<file path="src/rtl/legv8_pkg.sv">
// Shared LegV8 definitions: condition codes, ALU status bit positions, default datapath width.
package legv8_pkg;

    localparam int DATA_W_DEFAULT = 64;

    localparam int ST_V = 3;
    localparam int ST_C = 2;
    localparam int ST_N = 1;
    localparam int ST_Z = 0;

    localparam logic [3:0] COND_EQ = 4'd0;
    localparam logic [3:0] COND_NE = 4'd1;
    localparam logic [3:0] COND_HS = 4'd2;
    localparam logic [3:0] COND_LO = 4'd3;
    localparam logic [3:0] COND_MI = 4'd4;
    localparam logic [3:0] COND_PL = 4'd5;
    localparam logic [3:0] COND_VS = 4'd6;
    localparam logic [3:0] COND_VC = 4'd7;
    localparam logic [3:0] COND_HI = 4'd8;
    localparam logic [3:0] COND_LS = 4'd9;
    localparam logic [3:0] COND_GE = 4'd10;
    localparam logic [3:0] COND_LT = 4'd11;
    localparam logic [3:0] COND_GT = 4'd12;
    localparam logic [3:0] COND_LE = 4'd13;
    localparam logic [3:0] COND_AL = 4'd14;

endpackage

</file>
<file path="src/rtl/legv8_cond_eval.sv">
// Combinational LegV8 B.cond evaluator; flags use the ALU status order {V,C,N,Z}.
module legv8_cond_eval
    import legv8_pkg::*;
(
    input  logic [3:0] cond,
    input  logic [3:0] flags,
    output logic       taken
);

    logic v, c, n, z;

    always_comb begin
        v = flags[ST_V];
        c = flags[ST_C];
        n = flags[ST_N];
        z = flags[ST_Z];
        taken = 1'b1;
        case (cond)
            COND_EQ: taken = z;
            COND_NE: taken = !z;
            COND_HS: taken = c;
            COND_LO: taken = !c;
            COND_MI: taken = n;
            COND_PL: taken = !n;
            COND_VS: taken = v;
            COND_VC: taken = !v;
            COND_HI: taken = c & !z;
            COND_LS: taken = !c | z;
            COND_GE: taken = (n == v);
            COND_LT: taken = (n != v);
            COND_GT: taken = !z & (n == v);
            COND_LE: taken = z | (n != v);
            default: taken = 1'b1;
        endcase
    end

endmodule

</file>
<file path="src/rtl/alu_result_stage.sv">
// Registered ALU result buffer: NZCV flags register, B.cond resolution at push,
// and a small valid/ready FIFO toward writeback/branch logic.
module alu_result_stage
    import legv8_pkg::*;
#(
    parameter int DATA_W = DATA_W_DEFAULT,
    parameter int DEPTH  = 2,
    parameter int REG_W  = 5
) (
    input  logic              clock,
    input  logic              reset,
    input  logic              flush,
    input  logic              in_valid,
    output logic              in_ready,
    input  logic [DATA_W-1:0] in_F,
    input  logic [3:0]        in_status,
    input  logic              in_set_flags,
    input  logic              in_wr_en,
    input  logic [REG_W-1:0]  in_rd,
    input  logic              in_cond_check,
    input  logic [3:0]        in_cond,
    output logic              out_valid,
    input  logic              out_ready,
    output logic [DATA_W-1:0] out_F,
    output logic              out_wr_en,
    output logic [REG_W-1:0]  out_rd,
    output logic              out_taken,
    output logic [3:0]        flags
);

    localparam int PTR_W = (DEPTH > 1) ? $clog2(DEPTH) : 1;
    localparam int CNT_W = $clog2(DEPTH + 1);

    logic [DATA_W-1:0] f_q     [DEPTH];
    logic [DATA_W-1:0] f_d     [DEPTH];
    logic              wr_en_q [DEPTH];
    logic              wr_en_d [DEPTH];
    logic [REG_W-1:0]  rd_q    [DEPTH];
    logic [REG_W-1:0]  rd_d    [DEPTH];
    logic              taken_q [DEPTH];
    logic              taken_d [DEPTH];

    logic [PTR_W-1:0]  wr_ptr_q, wr_ptr_d;
    logic [PTR_W-1:0]  rd_ptr_q, rd_ptr_d;
    logic [CNT_W-1:0]  count_q, count_d;
    logic [3:0]        flags_q, flags_d;

    logic push, pop, cond_taken;

    legv8_cond_eval u_cond_eval (
        .cond  (in_cond),
        .flags (flags_q),
        .taken (cond_taken)
    );

    assign in_ready  = (count_q < CNT_W'(DEPTH));
    assign out_valid = (count_q != '0);
    assign push      = in_valid & in_ready;
    assign pop       = out_valid & out_ready;

    always_comb begin
        f_d      = f_q;
        wr_en_d  = wr_en_q;
        rd_d     = rd_q;
        taken_d  = taken_q;
        wr_ptr_d = wr_ptr_q;
        rd_ptr_d = rd_ptr_q;
        count_d  = count_q;
        flags_d  = flags_q;

        // The ALU op executed even if the entry is flushed, so flags still update.
        if (push && in_set_flags) begin
            flags_d = in_status;
        end

        if (flush) begin
            wr_ptr_d = '0;
            rd_ptr_d = '0;
            count_d  = '0;
        end else begin
            if (push) begin
                f_d[wr_ptr_q]     = in_F;
                wr_en_d[wr_ptr_q] = in_wr_en;
                rd_d[wr_ptr_q]    = in_rd;
                taken_d[wr_ptr_q] = in_cond_check & cond_taken;
                wr_ptr_d          = wr_ptr_q + PTR_W'(1);
            end
            if (pop) begin
                rd_ptr_d = rd_ptr_q + PTR_W'(1);
            end
            case ({push, pop})
                2'b10:   count_d = count_q + CNT_W'(1);
                2'b01:   count_d = count_q - CNT_W'(1);
                default: count_d = count_q;
            endcase
        end
    end

    always_ff @(posedge clock) begin
        if (reset) begin
            wr_ptr_q <= '0;
            rd_ptr_q <= '0;
            count_q  <= '0;
            flags_q  <= '0;
            for (int unsigned i = 0; i < DEPTH; i++) begin
                f_q[i]     <= '0;
                wr_en_q[i] <= 1'b0;
                rd_q[i]    <= '0;
                taken_q[i] <= 1'b0;
            end
        end else begin
            wr_ptr_q <= wr_ptr_d;
            rd_ptr_q <= rd_ptr_d;
            count_q  <= count_d;
            flags_q  <= flags_d;
            for (int unsigned i = 0; i < DEPTH; i++) begin
                f_q[i]     <= f_d[i];
                wr_en_q[i] <= wr_en_d[i];
                rd_q[i]    <= rd_d[i];
                taken_q[i] <= taken_d[i];
            end
        end
    end

    assign out_F     = f_q[rd_ptr_q];
    assign out_wr_en = wr_en_q[rd_ptr_q];
    assign out_rd    = rd_q[rd_ptr_q];
    assign out_taken = taken_q[rd_ptr_q];
    assign flags     = flags_q;

endmodule
</file>
<file path="config.mk">
export PLATFORM = sky130hd
export DESIGN_NAME = alu_result_stage
export DESIGN_NICKNAME = d
export VERILOG_FILES = /design/src/rtl/legv8_pkg.sv /design/src/rtl/legv8_cond_eval.sv /design/src/rtl/alu_result_stage.sv
export SDC_FILE = /design/constraint.sdc
export NUM_CORES = 1
export LEC_CHECK = 0
export BUFFER_PORTS_ARGS = -buffer_cell sky130_fd_sc_hd__buf_4
export CAP_MARGIN = 20
export CELL_PAD_IN_SITES_DETAIL_PLACEMENT = 1
export CELL_PAD_IN_SITES_GLOBAL_PLACEMENT = 1
export CORE_MARGIN = 1
export CORE_UTILIZATION = 32
export CTS_CLUSTER_DIAMETER = 30
export DETAILED_ROUTE_END_ITERATION = 10
export PLACE_DENSITY_LB_ADDON = 0.1
export RECOVER_POWER = 25
export SYNTH_ARGS = -nofsm -noshare
export SYNTH_HDL_FRONTEND = slang
export SYNTH_SLANG_ARGS = --single-unit
</file>
<file path="constraint.sdc">
create_clock -name clock -period 1.5 [get_ports clock]
set_input_delay 0.3 -clock clock [delete_from_list [all_inputs] [get_ports clock]]
set_output_delay 0.3 -clock clock [all_outputs]
set_load 0.03 [all_outputs]
</file>
==> results.py, run 1 <==
metrics = {
    "finish": {
        "syn2layout_area_growth_pct": 52.8,
        "antennaDiodeCount": 0,
        "fin_nets": 1003,
        "final_cells": 1189,
        "drive_gt1_share_pct": 36.4,
        "fin_area_um2": 9460,
    },
    "timing": {
        "worst_slew_pin_slew_ns": 0.372,
        "slew_headroom_pct": 75.2,
        "setup_tns_ns": -26.29,
        "fin_skew_ns": 0.00884,
        "slew_violations": 0,
        "holdWs_ns": 0.116,
        "min_period_ns": 1.90,
        "worst_slack_ns": -0.396,
        "hold_viol": 0,
        "fmax_mhz": 527,
        "finalSetupViolations": 123,
        "rsz0062_at_grt": "true",
        "final.period_utilization_pct": 126,
    },
    "setup_path": {
        "reg2regPathDepth": 8,
        "critPathRequiredTime_ns": 1.20,
        "cp-end-kind": "primary output",
        "cp.arrival_ns": 1.60,
        "startpoint_type": "flop",
        "r2r-start": "count_q[1]",
        "r2r_slack_ns": -0.07,
        "worstSetupPathType": "flop to primary output",
        "cp_max_fo": 8,
        "rr_endpoint": "f_q[91]",
        "startpoint": "rd_ptr_q",
        "critPathCapture": "out_rd[0]",
    },
    "power": {
        "cellLeakagePower_nw": 3.74,
        "irDropWorstVdd_v": 0.000797,
        "p_per_area_nw_per_um2": 1040,
    },
    "detailed_routing": {
        "route.detailed.drc": 0,
        "antenna_left": 0,
        "firstDrtPassIters": 4,
        "wire_per_inst_um": 17.9,
        "viasPerCell": 4.89,
        "drt_iter0_markers": 201,
        "vias": 5818,
        "drt_wl_total_um": 21200,
    },
    "synthesis": {
        "synth_area_per_cell_um2": 8.28,
        "yosysTopAreaCell": "dfxtp_1",
        "ys_seq_area_share_pct": 48.5,
        "synth_cell_type_count": 26,
        "synthesis.area_um2": 6190,
        "synth_top_area_share_pct": 48.5,
        "synth_edf_count": 0,
        "syn-num-nets": 834,
        "ys_ff_latch": 150,
        "ys_warn_count": 0,
        "synth.area.top_cells": "dfxtp_1 (48%), nand2_1 (17%), mux2_2 (13%)",
        "synthFlopType": "dfxtp_1",
        "syn_inst": 748,
        "synth_async_sr_flop_share_pct": 0,
    },
    "clocking": {
        "numCtsBuffers": 17,
        "cts-root-buf": "clkbuf_16",
        "ctsLongestPathBuffers": 2,
        "clk_pin_slew_ns": 0.06,
        "tritoncts": "done",
        "cts_sinks": 150,
        "ctsHtreeMaxLevel": 4,
        "clock_latency_ns": 0.42,
    },
    "run_status": {
        "violations": "setup timing",
        "status": "finished, violations left",
    },
    "grt": {
        "grt_max_degree": 52,
        "met3_usage_pct": 4.55,
        "use_met1_pct": 22.8,
        "use_met2_pct": 37.0,
        "overflow": 0,
        "grt_pass1_wl_um": 31300,
        "grt_most_used_layer": "met2",
        "grt_pass1_vias": 6189,
        "track_usage_pct": 20.2,
        "antenna_found_initial": 0,
    },
    "hold_path": {
        "hold_depth": 2,
        "worstHoldPathType": "primary input to flop",
    },
    "floorplan": {
        "core_area_um2": 18800,
        "fp.dieW_um": 141,
        "die_h_um": 141,
        "initial_core_util_pct": 32.9,
        "rows": 50,
        "die-area_um2": 19900,
        "ioPinCount": 162,
    },
    "placement": {
        "placedCellCount": 1138,
        "place_congestion": 0.714,
        "io_buffers": 161,
        "hpwl_um": 13000,
        "placed_area_um2": 7880,
    },
    "job": {
        "cap_viol_max_count": 0,
    },
}
## cells by family after synthesis
| logic type | Yosys count | synth area share, % |
|---|---|---|
| AND/OR/NAND/NOR | 307 | 19.4 |
| flip-flops | 150 | 48.5 |
| AO/OA/AOI/OAI | 145 | 12.6 |
| multiplexers | 77 | 13.9 |
| buffers and inverters | 58 | 4.08 |
| XOR/XNOR | 10 | 1.41 |
| adder cells (fa/ha/maj) | 1 | 0.202 |
## critical path: stages, from the launching register on
cell       delay [ns]
dfxtp_4          0.39
buf_12           0.16
clkbuf_16        0.18
mux2_4           0.30
buf_6            0.14
## cells in the mapped netlist, drive strengths merged (3+ instances only)
master	count
nand2	282
dfxtp	150
a21oi	140
mux2	71
clkbuf	29
buf	28
mux2i	6
nor2	6
nor3	6
xnor2	5
xor2	5
nand3b	3
## layer usage
| metal | part of all wire, % | vias to the layer above |
|---|---|---|
| met2 | 52 | 139 |
| met1 | 41 | 2851 |
| met5 | 0 | - |
| met3 | 4.7 | 35 |
| li1 | - | 2793 |
| met4 | 2.4 | 0 |
## how the worst min path moves through the flow
stage / from / to / slack, ns
finish: flush / count_q[1] / 0.12
floorplan: f_q[0] / f_q[0] / 0.43
CTS: flush / count_q[1] / 0.09
global placement: f_q[29] / f_q[29] / 0.44
detailed placement: rd_q[9] / rd_q[9] / 0.45
global route: flush / count_q[1] / 0.11
## cells in the final DEF (no fill, tap or decap), drive strengths merged, types with 2 or more instances in the layout
cell type,instances
dfxtp,150
xnor2,5
mux2,71
and2,2
o31ai,2
nand2,282
bufinv,2
a21oi,140
nand3b,3
mux2i,6
xor2,5
nor2,6
buf,194
inv,2
clkinv,6
nor2b,2
clkbuf,31
clkinvlp,4
nand2b,2
nor3,6
## flip-flops by register name (all words and copies together), names as in the netlist
name	flops
count_q	2
f_q	128
flags	4
rd_ptr_q	1
rd_q	10
taken_q	2
wr_en_q	2
wr_ptr_q	1
## final cells by class
cell class,instances,area (um^2)
Multi-Input combinational cell,540,3290
Timing Repair Buffer,207,2260
Sequential cell,150,3020
Clock inverter,13,133
Clock buffer,18,439
Fill cell,2110,9370
Inverter,1,3.75
Tap cell,260,325
## metrics by stage
| stage | power (mW) | util [%] | setup slack [ns] |
|---|---|---|---|
| CTS | 9.80 | 46.6 | -0.422 |
| floorplan | 4.96 | - | -0.00547 |
| finish | 9.88 | 50.3 | -0.396 |
| detailed placement | 5.54 | 41.8 | -0.148 |
| global route | 10.3 | 50.3 | -0.439 |
| global placement | 5.50 | 41.8 | -0.0449 |
## where the power goes
group          internal [mW]  leakage [nW]  switching [mW]
logic                  0.751          2.24           0.792
registers               4.11          1.22          0.0753
clock network           2.47         0.274            1.68
total                   7.34          3.74            2.54
## repair_timing
action | CTS | global route
gates cloned | 1 | 9
pin swaps | 5 | 13
setup endpoints to repair | 184 | 145
resized for setup | 69 | 111
setup buffers | 2 | 8
hold buffers | 0 | 0
No activity file was read; power rests on OpenSTA's default activity.
==> run 2: changes to the inputs <==
--- a/config.mk
+++ b/config.mk
@@ -14,7 +14,7 @@
 export CTS_CLUSTER_DIAMETER = 30
 export DETAILED_ROUTE_END_ITERATION = 10
 export PLACE_DENSITY_LB_ADDON = 0.1
-export RECOVER_POWER = 25
+export RECOVER_POWER = 50
 export SYNTH_ARGS = -nofsm -noshare
 export SYNTH_HDL_FRONTEND = slang
 export SYNTH_SLANG_ARGS = --single-unit
==> run 2 against run 1 <==
Effect of this change: the run still ends with setup timing left; clock-buffer cell count unchanged; clock power about the same; largest cell class unchanged; register-to-register slack about the same; highest routed layer unchanged; clock skew about the same.
==> results.py, run 2 (same netlist as run 1, synthesis figures left out) <==
metrics = {
    "setup_path": {
        "cp-end-kind": "primary output",
        "cp_max_fo": 8,
        "startpoint_type": "flop",
        "critPathRequiredTime_ns": 1.20,
        "cp.arrival_ns": 1.60,
        "worstSetupPathType": "flop to primary output",
    },
    "timing": {
        "worst_slack_ns": -0.396,
        "slew_headroom_pct": 75.2,
        "final.period_utilization_pct": 126,
        "worst_slew_pin_slew_ns": 0.372,
        "hold_viol": 0,
        "slew_violations": 0,
        "finalSetupViolations": 123,
        "fmax_mhz": 527,
        "min_period_ns": 1.90,
        "holdWs_ns": 0.116,
        "setup_tns_ns": -26.30,
        "rsz0062_at_grt": "true",
        "fin_skew_ns": 0.00855,
    },
    "detailed_routing": {
        "drt_wl_total_um": 21200,
        "vias": 5820,
        "antenna_left": 0,
        "route.detailed.drc": 0,
        "wire_per_inst_um": 17.9,
        "drt_iter0_markers": 201,
        "viasPerCell": 4.89,
        "firstDrtPassIters": 4,
    },
    "clocking": {
        "cts-root-buf": "clkbuf_16",
        "clk_pin_slew_ns": 0.06,
        "ctsLongestPathBuffers": 2,
        "cts_sinks": 150,
        "ctsHtreeMaxLevel": 4,
        "clock_latency_ns": 0.42,
        "tritoncts": "done",
        "ctsHoldBuffers": 0,
        "numCtsBuffers": 17,
    },
    "finish": {
        "top_register": "f_q",
        "syn2layout_area_growth_pct": 52.7,
        "final_common_cell": "nand2_1",
        "antennaDiodeCount": 0,
        "drive_gt1_share_pct": 36.3,
        "fin_nets": 1003,
        "mostFrequentLayoutCells": "nand2_1 (276), dfxtp_1 (146), a21oi_1 (132)",
        "largest_reg_flops": 128,
        "fin_area_um2": 9460,
    },
    "placement": {
        "dp_slack_ns": -0.148,
        "placed_area_um2": 7880,
        "hpwl_um": 13000,
        "place_congestion": 0.714,
        "io_buffers": 161,
    },
    "run_status": {
        "violations": "setup timing",
        "status": "finished, violations left",
    },
    "job": {
        "cap_viol_max_count": 0,
    },
    "power": {
        "p_per_area_nw_per_um2": 1040,
        "cellLeakagePower_nw": 3.74,
        "irDropWorstVdd_v": 0.000797,
        "power.total_mw": 9.88,
    },
    "grt": {
        "track_usage_pct": 20.2,
        "grt_pass1_vias": 6189,
        "grt_max_degree": 52,
        "grt_pass1_wl_um": 31300,
        "antenna_found_initial": 0,
        "overflow": 0,
    },
    "hold_path": {
        "worstHoldPathType": "primary input to flop",
    },
    "floorplan": {
        "ioPinCount": 162,
        "fp.dieW_um": 141,
        "core_area_um2": 18800,
        "die_h_um": 141,
        "die-area_um2": 19900,
        "initial_core_util_pct": 32.9,
        "rows": 50,
    },
}
## run 2: worst paths after layout
kind | from | endpoint | slack, ns | depth (start not counted)
min | flush | count_q[1] | 0.12 | 2
max | rd_ptr_q | out_rd[0] | -0.40 | 4
max reg2reg | count_q[1] | f_q[91] | -0.07 | 8
min reg2reg | rd_q[9] | rd_q[9] | 0.45 | 2
## run 2: final cells by class
class | instances | area, um^2
Inverter | 1 | 3.75
Multi-Input combinational cell | 540 | 3290
Timing Repair Buffer | 207 | 2260
Fill cell | 2111 | 9370
Clock inverter | 13 | 133
Sequential cell | 150 | 3010
Clock buffer | 18 | 439
Tap cell | 260 | 325
## run 2: repair_timing
item | CTS | global route
setup endpoints to repair | 184 | 145
setup buffers | 2 | 8
pin swaps | 5 | 13
gates resized for setup | 69 | 111
cloned | 1 | 9
## run 2: power by group
group / total, mW / switching (mW) / internal [mW] / leakage [nW]
clock: 4.15 / 1.68 / 2.47 / 0.274
combinational: 1.54 / 0.792 / 0.751 / 2.24
sequential: 4.19 / 0.0753 / 4.11 / 1.22
## run 2: layer usage
metal | wire, um | track usage [%] | vias to the layer above
met3 | 1010 | 4.55 | 35
met1 | 8770 | 22.8 | 2849
met5 | 0 | 0 | -
li1 | - | - | 2793
met4 | 507 | 7.09 | 0
met2 | 10900 | 37.0 | 143
## run 2: worst max-delay path: stages (launching register included)
cell and delay, ns:
dfxtp_4 0.39, buf_12 0.16, clkbuf_16 0.18, mux2_4 0.30, buf_6 0.14
## run 2: through the flow
| step | util (%) | cells |
|---|---|---|
| 2_1_floorplan | - | 748 |
| 3_3_place_gp | 41.8 | 1138 |
| 3_5_place_dp | 41.8 | 1138 |
| 4_1_cts | 46.6 | 1172 |
| 5_1_grt | 50.2 | 1189 |
| 6_report | 50.2 | 1189 |
==> run 3: changes to the inputs <==
--- a/config.mk
+++ b/config.mk
@@ -15,6 +15,7 @@
 export DETAILED_ROUTE_END_ITERATION = 10
 export PLACE_DENSITY_LB_ADDON = 0.1
 export RECOVER_POWER = 50
+export REMOVE_ABC_BUFFERS = 1
 export SYNTH_ARGS = -nofsm -noshare
 export SYNTH_HDL_FRONTEND = slang
 export SYNTH_SLANG_ARGS = --single-unit
==> run 3 against run 2 <==
Effect of this change: the run still ends with setup timing left; clock skew is 0.0026 ns lower; via count is 0.62% higher; worst setup slack better by 0.017 ns; first-iteration DRC count is 23% lower; die area stayed put; total power is 3.3% lower; clock-buffer cell count stayed put; sequential share of layout area is 0.32 points lower; final area is 0.89% higher; combinational power is 3% higher; critical path type unchanged; largest cell class unchanged; largest power group unchanged; highest routed layer unchanged.
==> results.py, run 3 (same netlist as run 1, synthesis figures left out) <==
metrics = {
    "timing": {
        "rsz0062_at_grt": "true",
        "fmax_mhz": 532,
        "fin_skew_ns": 0.00595,
        "setup_tns_ns": -25.73,
        "worst_slew_pin_slew_ns": 0.339,
        "finalSetupViolations": 104,
        "slew_headroom_pct": 77.2,
        "hold_viol": 0,
        "worst_slack_ns": -0.379,
        "final.period_utilization_pct": 125,
        "min_period_ns": 1.88,
        "slew_violations": 0,
    },
    "clocking": {
        "ctsHoldBuffers": 0,
        "cts-root-buf": "clkbuf_16",
        "numCtsBuffers": 17,
        "ctsHtreeMaxLevel": 4,
        "cts_sinks": 150,
        "clock_latency_ns": 0.41,
        "tritoncts": "done",
        "clk_pin_slew_ns": 0.06,
        "ctsLongestPathBuffers": 2,
    },
    "power": {
        "power_frac_seq_pct": 43.9,
        "cellLeakagePower_nw": 3.78,
        "p_clk_share_pct": 39.5,
        "internal_power_mw": 6.99,
        "irDropWorstVdd_v": 0.000792,
        "swShare_pct": 26.9,
        "p_sw_mw": 2.57,
        "p_per_area_nw_per_um2": 1000,
        "comb_power_share_pct": 16.6,
    },
    "floorplan": {
        "core_area_um2": 18800,
        "initial_core_util_pct": 32.9,
        "rows": 50,
        "ioPinCount": 162,
        "die-area_um2": 19900,
        "die_h_um": 141,
        "fp.dieW_um": 141,
    },
    "setup_path": {
        "cp-end-kind": "primary output",
        "timing.critical_path.mode_cell": "buf_12",
        "critPathSlowestCell": "dfxtp_4",
        "cp_max_fo": 7,
        "startpoint_type": "flop",
        "worstSetupPathType": "flop to primary output",
        "path_cells": "buf_12 > buf_12 > mux2_2 > buf_6",
        "critPathMaxStageDelay_ns": 0.38,
        "cp.arrival_ns": 1.58,
        "critPathRequiredTime_ns": 1.20,
    },
    "finish": {
        "finish.utilization_pct": 50.7,
        "drive_gt1_share_pct": 37.4,
        "mostFrequentLayoutCells": "nand2_1 (276), dfxtp_1 (147), a21oi_1 (129)",
        "top_register": "f_q",
        "fin_nets": 1017,
        "syn2layout_area_growth_pct": 54.0,
        "largest_reg_flops": 128,
        "final_common_cell": "nand2_1",
        "fin_area_um2": 9540,
        "antennaDiodeCount": 0,
    },
    "placement": {
        "placed_area_um2": 8000,
        "hpwl_um": 13000,
        "place_congestion": 0.778,
        "io_buffers": 161,
        "dp_slack_ns": -0.110,
    },
    "detailed_routing": {
        "antenna_left": 0,
        "route.detailed.drc": 0,
        "drt_wl_total_um": 21500,
        "firstDrtPassIters": 4,
        "wire_per_inst_um": 17.9,
        "vias": 5856,
        "viasPerCell": 4.87,
        "drt_iter0_markers": 154,
    },
    "grt": {
        "grt_max_degree": 39,
        "grt_pass1_wl_um": 32000,
        "grt_pass1_vias": 6164,
        "antenna_found_initial": 0,
        "track_usage_pct": 20.9,
        "overflow": 0,
    },
    "run_status": {
        "violations": "setup timing",
        "status": "finished, violations left",
    },
    "job": {
        "cap_viol_max_count": 0,
    },
    "hold_path": {
        "worstHoldPathType": "primary input to flop",
    },
}
## run 3: what timing repair did
action	4_1_cts	5_1_grt
pin swaps	10	5
buffers inserted	12	5
setup endpoints to repair	215	178
gates cloned	4	7
gates resized for setup	68	127
## run 3: per-stage QoR
step                      hold slack (ns)  instances  power [mW]
after floorplan                     0.369        691        4.88
after global placement              0.437       1149        5.54
after detailed placement            0.446       1149        5.58
after CTS                           0.106       1195        9.53
after global routing                0.120       1203        9.94
final                               0.125       1203        9.55
## run 3: critical path, delay by kind of cell, from the launching register on
| family | cells | cell delay (ns) |
|---|---|---|
| mux | 1 | 0.35 |
| flops | 1 | 0.38 |
| buf+inv | 3 | 0.43 |
## run 3: power by group through the flow
| stage | clock (mW) | sequential [mW] | combinational (mW) |
|---|---|---|---|
| 6_report | 3.78 | 4.19 | 1.58 |
| 5_1_grt | 4.06 | 4.20 | 1.68 |
| 4_1_cts | 3.87 | 4.19 | 1.47 |
| 3_5_place_dp | 0 | 4.27 | 1.31 |
| 3_3_place_gp | 0 | 4.26 | 1.28 |
| 2_1_floorplan | 0 | 4.27 | 0.601 |
## run 3: area by class of cell
cell class              count  area (um^2)
repair buffers            221         2400
flip-flops and latches    150         3010
multi-input cells         540         3290
well taps                 260          325
inverters                   1         3.75
fillers                  2106         9290
clock inverters            13         86.3
clock buffers              18          429
## run 3: routing by layer
layer  up-vias  global-route usage (%)  wire length [um]  share of wire (%)
met2       120                    38.2             11000                 51
met3        25                    4.28               765                3.6
met4         0                    7.84               397                1.8
met5         -                       0                 0                  0
li1       2830                       -                 -                  -
met1      2881                    23.7              9310                 43
## run 3: path summary, 6_finish.rpt
check | from | end | slack [ns] | cells past startpoint
worst min-delay path | in_status[0] | flags[0] | 0.13 | 3
worst max-delay path | rd_ptr_q | out_F[27] | -0.38 | 4
worst max register to register | count_q[1] | count_q[1] | -0.13 | 8
worst min register to register | f_q[22] | f_q[22] | 0.46 | 2
